--- config.mk ---
export PLATFORM = sky130hd
export DESIGN_NAME = adder_launch_capture
export DESIGN_NICKNAME = d
export VERILOG_FILES = /design/src/rtl/adder_tb_pkg.sv /design/src/rtl/adder_launch_capture_settle_counter.sv /design/src/rtl/adder_launch_capture.sv
export SDC_FILE = /design/constraint.sdc
export NUM_CORES = 1
export LEC_CHECK = 0
export CORE_AREA = 2 2 100 102
export DETAILED_ROUTE_END_ITERATION = 10
export DIE_AREA = 0 0 102 104
export PLACE_DENSITY = 0.82
export SYNTH_ARGS = -nofsm -noshare
export SYNTH_HDL_FRONTEND = slang
export SYNTH_SLANG_ARGS = --single-unit
--- constraint.sdc ---
create_clock -name clk -period 4.7 [get_ports clk]
set_clock_uncertainty 0.1 [all_clocks]
set_input_delay 1.41 -clock clk [delete_from_list [all_inputs] [get_ports clk]]
set_output_delay 1.41 -clock clk [all_outputs]
set_load 0.03 [all_outputs]
--- src/rtl/adder_tb_pkg.sv ---
// Shared types and widths for the adder launch/capture stage.
//   alc_state_t : launch/capture FSM states
//   ERR_W       : width of the saturating mismatch counter
//   SETTLE_W    : width of the settle down-counter
package adder_tb_pkg;

  localparam int unsigned ERR_W    = 16;
  localparam int unsigned SETTLE_W = 8;

  typedef enum logic [1:0] {
    IDLE   = 2'd0,
    SETTLE = 2'd1,
    HOLD   = 2'd2
  } alc_state_t;

endpackage

--- src/rtl/adder_launch_capture_settle_counter.sv ---
// Settle-time down-counter for the launch/capture stage.
//   clk, rst_n : clock, async active-low reset
//   load       : load load_val (has priority over dec)
//   load_val   : value to load
//   dec        : decrement by one
//   zero       : counter currently holds zero
module settle_counter
  import adder_tb_pkg::*;
(
  input  logic                clk,
  input  logic                rst_n,
  input  logic                load,
  input  logic [SETTLE_W-1:0] load_val,
  input  logic                dec,
  output logic                zero
);

  logic [SETTLE_W-1:0] cnt;

  // Count register; the caller only decrements while nonzero.
  always_ff @(posedge clk or negedge rst_n) begin
    if (!rst_n) begin
      cnt <= '0;
    end else if (load) begin
      cnt <= load_val;
    end else if (dec) begin
      cnt <= cnt - SETTLE_W'(1);
    end
  end

  assign zero = (cnt == '0);

endmodule

--- src/rtl/adder_launch_capture.sv ---
// Launch/capture register stage around a combinational N-bit adder.
// Operands accepted on in_valid/in_ready are registered onto dut_a/dut_b/dut_cin,
// the adder is given SETTLE cycles to settle, then dut_sum/dut_cout are
// captured, checked against a behavioural A+B+Cin and offered on
// out_valid/out_ready together with mismatch statistics.
//   clk, rst_n                     : clock, async active-low reset
//   en                             : allow new operand accepts
//   err_clr                        : clear err_count / err_sticky
//   in_valid/in_ready/in_a/in_b/in_cin : operand handshake
//   dut_a/dut_b/dut_cin            : registered operands to the adder
//   dut_sum/dut_cout               : adder outputs
//   out_valid/out_ready/out_sum/out_cout/out_mismatch : result handshake
//   err_count/err_sticky           : mismatch statistics
module adder_launch_capture
  import adder_tb_pkg::*;
#(
  parameter int unsigned N      = 16,
  parameter int unsigned SETTLE = 3
) (
  input  logic             clk,
  input  logic             rst_n,
  input  logic             en,
  input  logic             err_clr,
  input  logic             in_valid,
  output logic             in_ready,
  input  logic [N-1:0]     in_a,
  input  logic [N-1:0]     in_b,
  input  logic             in_cin,
  output logic [N-1:0]     dut_a,
  output logic [N-1:0]     dut_b,
  output logic             dut_cin,
  input  logic [N-1:0]     dut_sum,
  input  logic             dut_cout,
  output logic             out_valid,
  input  logic             out_ready,
  output logic [N-1:0]     out_sum,
  output logic             out_cout,
  output logic             out_mismatch,
  output logic [ERR_W-1:0] err_count,
  output logic             err_sticky
);

  // The SETTLE parameter shadows the state name, so states are package-scoped.
  localparam logic [SETTLE_W-1:0] SETTLE_LOAD = SETTLE_W'(SETTLE - 1);

  alc_state_t state;
  logic       accept;
  logic       capture;
  logic       cnt_zero;
  logic       cnt_dec;
  logic [N:0] ref_sum;
  logic       mismatch_c;

  // in_ready depends only on state and en.
  assign in_ready = (state == adder_tb_pkg::IDLE) && en;
  assign accept   = in_valid && in_ready;
  assign cnt_dec  = (state == adder_tb_pkg::SETTLE) && !cnt_zero;
  assign capture  = (state == adder_tb_pkg::SETTLE) && cnt_zero;

  // Reference sum kept at N+1 bits so the carry is compared too.
  assign ref_sum    = {1'b0, dut_a} + {1'b0, dut_b} + (N+1)'(dut_cin);
  assign mismatch_c = ({dut_cout, dut_sum} != ref_sum);

  settle_counter u_settle_counter (
    .clk      (clk),
    .rst_n    (rst_n),
    .load     (accept),
    .load_val (SETTLE_LOAD),
    .dec      (cnt_dec),
    .zero     (cnt_zero)
  );

  // FSM, operand launch registers and result capture registers.
  always_ff @(posedge clk or negedge rst_n) begin
    if (!rst_n) begin
      state        <= adder_tb_pkg::IDLE;
      dut_a        <= '0;
      dut_b        <= '0;
      dut_cin      <= 1'b0;
      out_valid    <= 1'b0;
      out_sum      <= '0;
      out_cout     <= 1'b0;
      out_mismatch <= 1'b0;
    end else begin
      case (state)
        adder_tb_pkg::IDLE: begin
          if (accept) begin
            dut_a   <= in_a;
            dut_b   <= in_b;
            dut_cin <= in_cin;
            state   <= adder_tb_pkg::SETTLE;
          end
        end
        adder_tb_pkg::SETTLE: begin
          if (capture) begin
            out_sum      <= dut_sum;
            out_cout     <= dut_cout;
            out_mismatch <= mismatch_c;
            out_valid    <= 1'b1;
            state        <= adder_tb_pkg::HOLD;
          end
        end
        adder_tb_pkg::HOLD: begin
          if (out_ready) begin
            out_valid <= 1'b0;
            state     <= adder_tb_pkg::IDLE;
          end
        end
        default: begin
          out_valid <= 1'b0;
          state     <= adder_tb_pkg::IDLE;
        end
      endcase
    end
  end

  // Mismatch statistics; a clear wins over a same-cycle mismatch.
  always_ff @(posedge clk or negedge rst_n) begin
    if (!rst_n) begin
      err_count  <= '0;
      err_sticky <= 1'b0;
    end else if (err_clr) begin
      err_count  <= '0;
      err_sticky <= 1'b0;
    end else if (capture && mismatch_c) begin
      err_sticky <= 1'b1;
      if (err_count != {ERR_W{1'b1}}) begin
        err_count <= err_count + ERR_W'(1);
      end
    end
  end

endmodule

==> impl_metrics.toml, run 1 <==
[outcome]
status = "completed"

[clocking]
cts_tree = "done"
hold_buffers = 0
clock-sinks = 79
cts.clk_slew.worst_paths_ns = 0.07
cts-resized-gates = 0
numCtsBuffers = 9
ctsRootBufferMaster = "clkbuf_8"
postCtsSetupRepairBufs = 0
clk_latency_ns = 0.36
h-tree-depth = 3
cts.path.max_buffers = 2

[global_route]
gr-total-overflow = 0
grt_usage_pct = 23.0
antenna_found_initial = 0
grt_pass1_wl_um = 19600
grt_pass1_vias = 4116
grt_max_degree = 80

[setup_path]
start_kind = "input port"
path_cells = "clkdlybuf4s50_1 -> nor3b_1 -> clkdlybuf4s50_1"
worstSetupEndpointType = "primary output"
max_stage_delay_ns = 0.72
crit_path_max_fanout = 2
required_ns = 3.19
cp.arrival_ns = 2.82
crit_type = "input port to primary output"
path_common_cell = "clkdlybuf4s50_1"
slowest_stage = "clkdlybuf4s50_1"

[layout]
fin_cells = 720
final_cell_mix = "clkdlybuf4s50_1 (124), dfrtp_1 (79), nand2_1 (77)"
final_net_count = 658
drive_gt1_share_pct = 12.8
layout_commonest_cell = "clkdlybuf4s50_1"
area_growth_pct = 34.2
antennaDiodeCount = 0

[job]
cap_violations = 0

[route]
route.vias.total = 3985
first_iter_violations = 148
firstDrtPassIters = 4
wl_um = 11800
ant_nets = 0
post_drt_wl_per_cell_um = 16.4
drc_errors = 0
detail_route.vias_per_cell = 5.53

[sta]
period_share_pct = 92.2
maxSlewViolCount = 0
relSlewSlack_pct = 33.5
finalSetupTns_ns = 0
setup_viol = 0
finalHoldViolations = 0
period_needed_ns = 4.33
timing.fmax_ghz = 0.231
tightest_slew_ns = 0.997
rsz0062_at_grt = "false"

[synth]
ys_seq_elements = 79
synth_edf_count = 0
synth_nets = 536
ys_seq_area_share_pct = 43.3
yosysWarnings = 0
netlist_instances = 460
async_flop_share_pct = 100
synth.distinct_cells = 65
synth-main-ff-cell = "dfrtp_1"
syn_area_per_cell_um2 = 9.94
syn_area_um2 = 4570

[power]
p_switching_mw = 2.31
clkPwrFrac_pct = 10.7
irDropWorstVdd_v = 0.000405
leakage_nw = 2.53
p_int_mw = 2.55
p_comb_share_pct = 65.1
p_per_area_nw_per_um2 = 793
power_frac_seq_pct = 24.2
netSwitchingFraction_pct = 47.5

[placed_design]
place.gp.congestion = 0.905
placedCellCount = 704
port_buffers = 125
dp_hpwl_um = 8590

[die]
die-area_um2 = 10600
rows = 36
die_y_um = 104
fp.dieW_um = 102
ioPinCount = 126
core_um2 = 9550
start_util_pct = 47.9

[min_path]
hp-class = "register to register"
kinds of logic (layout without fill, tap and decap cells):
logic type / Yosys count / in the layout / synth area share (%)
buf+inv: 28 / 155 / 2.49
mux: 41 / 41 / 10.1
fa+ha+maj: 20 / 20 / 5.80
xor+xnor: 29 / 29 / 5.56
compound gates: 89 / 89 / 14.5
simple gates: 174 / 174 / 18.3
flops: 79 / 79 / 43.3
critical path: cells and delay by family:
kind | cells | cell delay, ns
simple gates | 1 | 0.24
buf+inv | 2 | 1.18
power by group through the flow:
stage / Sequential, mW / Clock, mW / Combinational [mW]
after floorplan: 1.61 / 0 / 1.77
after global placement: 1.19 / 0 / 3.06
after detailed placement: 1.19 / 0 / 3.13
after CTS: 1.18 / 0.532 / 3.15
after global routing: 1.22 / 0.563 / 3.42
final: 1.18 / 0.520 / 3.17
worst paths after layout:
check	to	depth (start not counted)	start	slack [ns]
worst max register to register	err_count[6]	11	dut_a[0]	0.76
worst min register to register	out_sum[2]	2	out_sum[2]	0.38
worst min-delay path	out_sum[2]	2	out_sum[2]	0.38
min in group asynchronous	dut_a[12]	1	rst_n	1.09
worst max-delay path	in_ready	3	en	0.37
max in group asynchronous	dut_b[11]	1	rst_n	2.73
per-layer routing:
metal  vias up  track usage, %  routed length (µm)
met5         -               0                   0
met3        23            5.24                 629
li1       1891               -                   -
met4         0            8.48                 255
met2       120            37.7                5820
met1      1951            29.5                5100
synthesized netlist by cell type, types with 5 or more instances:
master | instances | area, µm²
xnor2_1 | 19 | 166
nor3_1 | 9 | 45.0
mux2_2 | 37 | 417
nand2_1 | 77 | 289
nor2_1 | 30 | 113
clkbuf_1 | 13 | 48.8
nand3_1 | 7 | 35.0
nor2b_1 | 7 | 43.8
ha_1 | 18 | 225
nand2b_1 | 5 | 31.3
a21oi_1 | 24 | 120
nand4_1 | 8 | 50.1
inv_1 | 12 | 45.0
dfrtp_1 | 79 | 1980
xor2_1 | 10 | 87.6
o21ai_0 | 15 | 75.1
nor4_1 | 6 | 37.5
final cells by class:
type | instances | area, µm²
Clock buffer | 11 | 141
Clock inverter | 5 | 57.6
Timing Repair Buffer | 127 | 1260
Multi-Input combinational cell | 353 | 2480
Fill cell | 818 | 3420
Sequential cell | 79 | 1980
Inverter | 12 | 45.0
Tap cell | 133 | 166
per-stage QoR:
stage                     cell area, µm²  util, %  worst slack (ns)  total power, mW  hold WS, ns
after floorplan                     4570        -              1.01             3.38        0.382
after global placement              5930     62.1             0.430             4.25        0.356
after detailed placement            5930     62.1             0.349             4.32        0.362
after CTS                           6130     64.2             0.339             4.87        0.381
after global routing                6130     64.2             0.305             5.20        0.410
final                               6130     64.2             0.367             4.86        0.377
sequential cells by signal, indices dropped and copies added (netlist names):
| register | cells |
|---|---|
| out_cout | 1 |
| out_mismatch | 1 |
| out_valid | 1 |
| dut_cin | 1 |
| state | 2 |
| dut_a | 16 |
| u_settle_counter.cnt | 8 |
| err_count | 16 |
| out_sum | 16 |
| err_sticky | 1 |
| dut_b | 16 |
(Power assumes the default switching activity.)
==> inputs of run 2 (changes only) <==
CORE_AREA = 2 2 105 107   (was 2 2 100 102)
DIE_AREA = 0 0 107 109   (was 0 0 102 104)
PLACE_DENSITY = 0.78   (was 0.82)
clock period = 3.7 ns   (was 4.7 ns; I/O delays follow)
==> impl_metrics.toml, run 2 (same netlist as run 1, synthesis figures left out) <==
[power]
p_per_area_nw_per_um2 = 1000
leakage_nw = 2.62
p_total_mw = 6.30
irDropWorstVdd_v = 0.000549

[layout]
fillers = 921
layout_commonest_cell = "clkdlybuf4s50_1"
antennaDiodeCount = 0
area_growth_pct = 37.9
stdcell_area_um2 = 6300
final_net_count = 674
fin_cells = 743
final_cell_mix = "clkdlybuf4s50_1 (123), dfrtp_1 (79), nand2_1 (77)"
seq_area_um2 = 1980
multiInputGateArea_um2 = 2520
drive_gt1_share_pct = 16.6

[global_route]
gr-total-overflow = 0
grt_usage_pct = 21.5
antenna_found_initial = 0
grt_pass1_wl_um = 19800
grt_pass1_vias = 4130
grt_max_degree = 80

[placed_design]
dpl-instance-area_um2 = 6040
place.gp.congestion = 0.974
dp_hpwl_um = 9070
placedCellCount = 725
port_buffers = 125

[setup_path]
start_kind = "register"
path_cells = "fa_2 -> fa_2 -> a21o_1 -> a221oi_4 -> nor4_2 -> a211oi_4 -> nor2_1 -> o2111ai_4 -> buf_6 -> o21ai_2 -> or4_1 -> a21oi_1"
required_ns = 3.87
reg2reg_setup_slack_ns = 0.12
worstReg2RegStart = "dut_cin"
slowest_stage = "or4_1"
cp.arrival_ns = 3.75
worstSetupEndpointType = "register"
max_stage_delay_ns = 0.51
r2r-end = "err_count[11]"
path_common_cell = "fa_2"
r2r_cells = 12
crit_type = "register to register"
crit_path_max_fanout = 6

[route]
first_iter_violations = 204
firstDrtPassIters = 4
post_drt_wl_per_cell_um = 16.3
route.vias.total = 4031
drc_errors = 0
detail_route.vias_per_cell = 5.43
wl_um = 12100
ant_nets = 0

[die]
core_um2 = 10600
ioPinCount = 126
die-area_um2 = 11700
fp.dieW_um = 107
start_util_pct = 43.1
rows = 38
die_y_um = 109

[sta]
tightest_slew_ns = 0.989
setup_viol = 0
relSlewSlack_pct = 34.1
timing.fmax_ghz = 0.280
period_needed_ns = 3.58
maxSlewViolCount = 0
period_share_pct = 96.7
finalHoldViolations = 0
rsz0062_at_grt = "false"

[min_path]
hp-class = "register to register"
holdPathEnd = "out_sum[11]"
min_delay_path_depth = 2
min-delay-start = "out_sum[11]"

[clocking]
cts.clk_slew.worst_paths_ns = 0.08
cts_tree = "done"
cts.path.max_buffers = 2
clock-sinks = 79
clk_latency_ns = 0.36
h-tree-depth = 3
ctsRootBufferMaster = "clkbuf_8"
numCtsBuffers = 9

[job]
cap_violations = 0

[outcome]
status = "completed"
-- run 2: cell types whose count changed in the layout (fill, tap and decap cells not counted), moves of 2 or more --
cell / delta
clkbuf_8: +3
buf_4: +15
clkinvlp_4: -2
fa_2: +2
buf_6: +2
fa_1: -2
-- run 2: worst max-delay path by stage --
stage | start | slack, ns | cells past startpoint | to
final | dut_cin | 0.12 | 12 | err_count[11]
after global routing | dut_cin | 0.002 | 12 | err_count[11]
after CTS | dut_a[0] | 0.02 | 12 | err_count[15]
after detailed placement | dut_sum[13] | -0.20 | 11 | err_count[15]
after global placement | dut_sum[13] | -0.16 | 11 | err_count[15]
after floorplan | dut_a[0] | 0.01 | 11 | err_count[7]
-- run 2: cell type report --
cell class,count,share of cell area [%]
inverters,12,0.714
well taps,140,2.78
clock buffers,14,2.90
clock inverters,2,0.198
repair buffers,143,22.0
multi-input cells,353,40.0
flip-flops and latches,79,31.4
-- run 2: worst max-delay path, delay by kind of cell (launching register included) --
kind | cells | cell delay [ns]
compound gates | 6 | 1.25
fa+ha+maj | 2 | 0.81
simple gates | 3 | 0.75
flops | 1 | 0.41
buf+inv | 1 | 0.16
-- run 2: power by group --
part | internal [mW] | switching (mW)
registers | 1.21 | 0.290
logic | 1.81 | 2.36
clock network | 0.317 | 0.314
total | 3.34 | 2.96
-- run 2: routing by layer --
| metal | vias up | track usage, % | part of all wire, % |
|---|---|---|---|
| met5 | - | 0 | 0 |
| met4 | 0 | 6.22 | 1.2 |
| met3 | 16 | 4.90 | 6.2 |
| met2 | 124 | 37.4 | 51 |
| met1 | 1964 | 26.9 | 42 |
| li1 | 1927 | - | - |
-- run 2: metrics by stage --
stage / setup WS (ns) / hold WS (ns) / TNS, ns / utilization, %
finish: 0.124 / 0.376 / 0 / 59.5
global route: 0.00204 / 0.411 / 0 / 59.5
CTS: 0.0162 / 0.381 / 0 / 59.0
detailed placement: -0.198 / 0.362 / -1.54 / 57.0
global placement: -0.158 / 0.356 / -1.26 / 57.0
floorplan: 0.0114 / 0.382 / 0 / -
-- run 2: timing repair --
| action | in CTS | in global routing |
|---|---|---|
| pin swaps | 0 | 5 |
| buffers inserted | 0 | 2 |
| hold buffers | 0 | 0 |
| endpoints found under the setup margin | 5 | 9 |
| gates resized for setup | 3 | 8 |
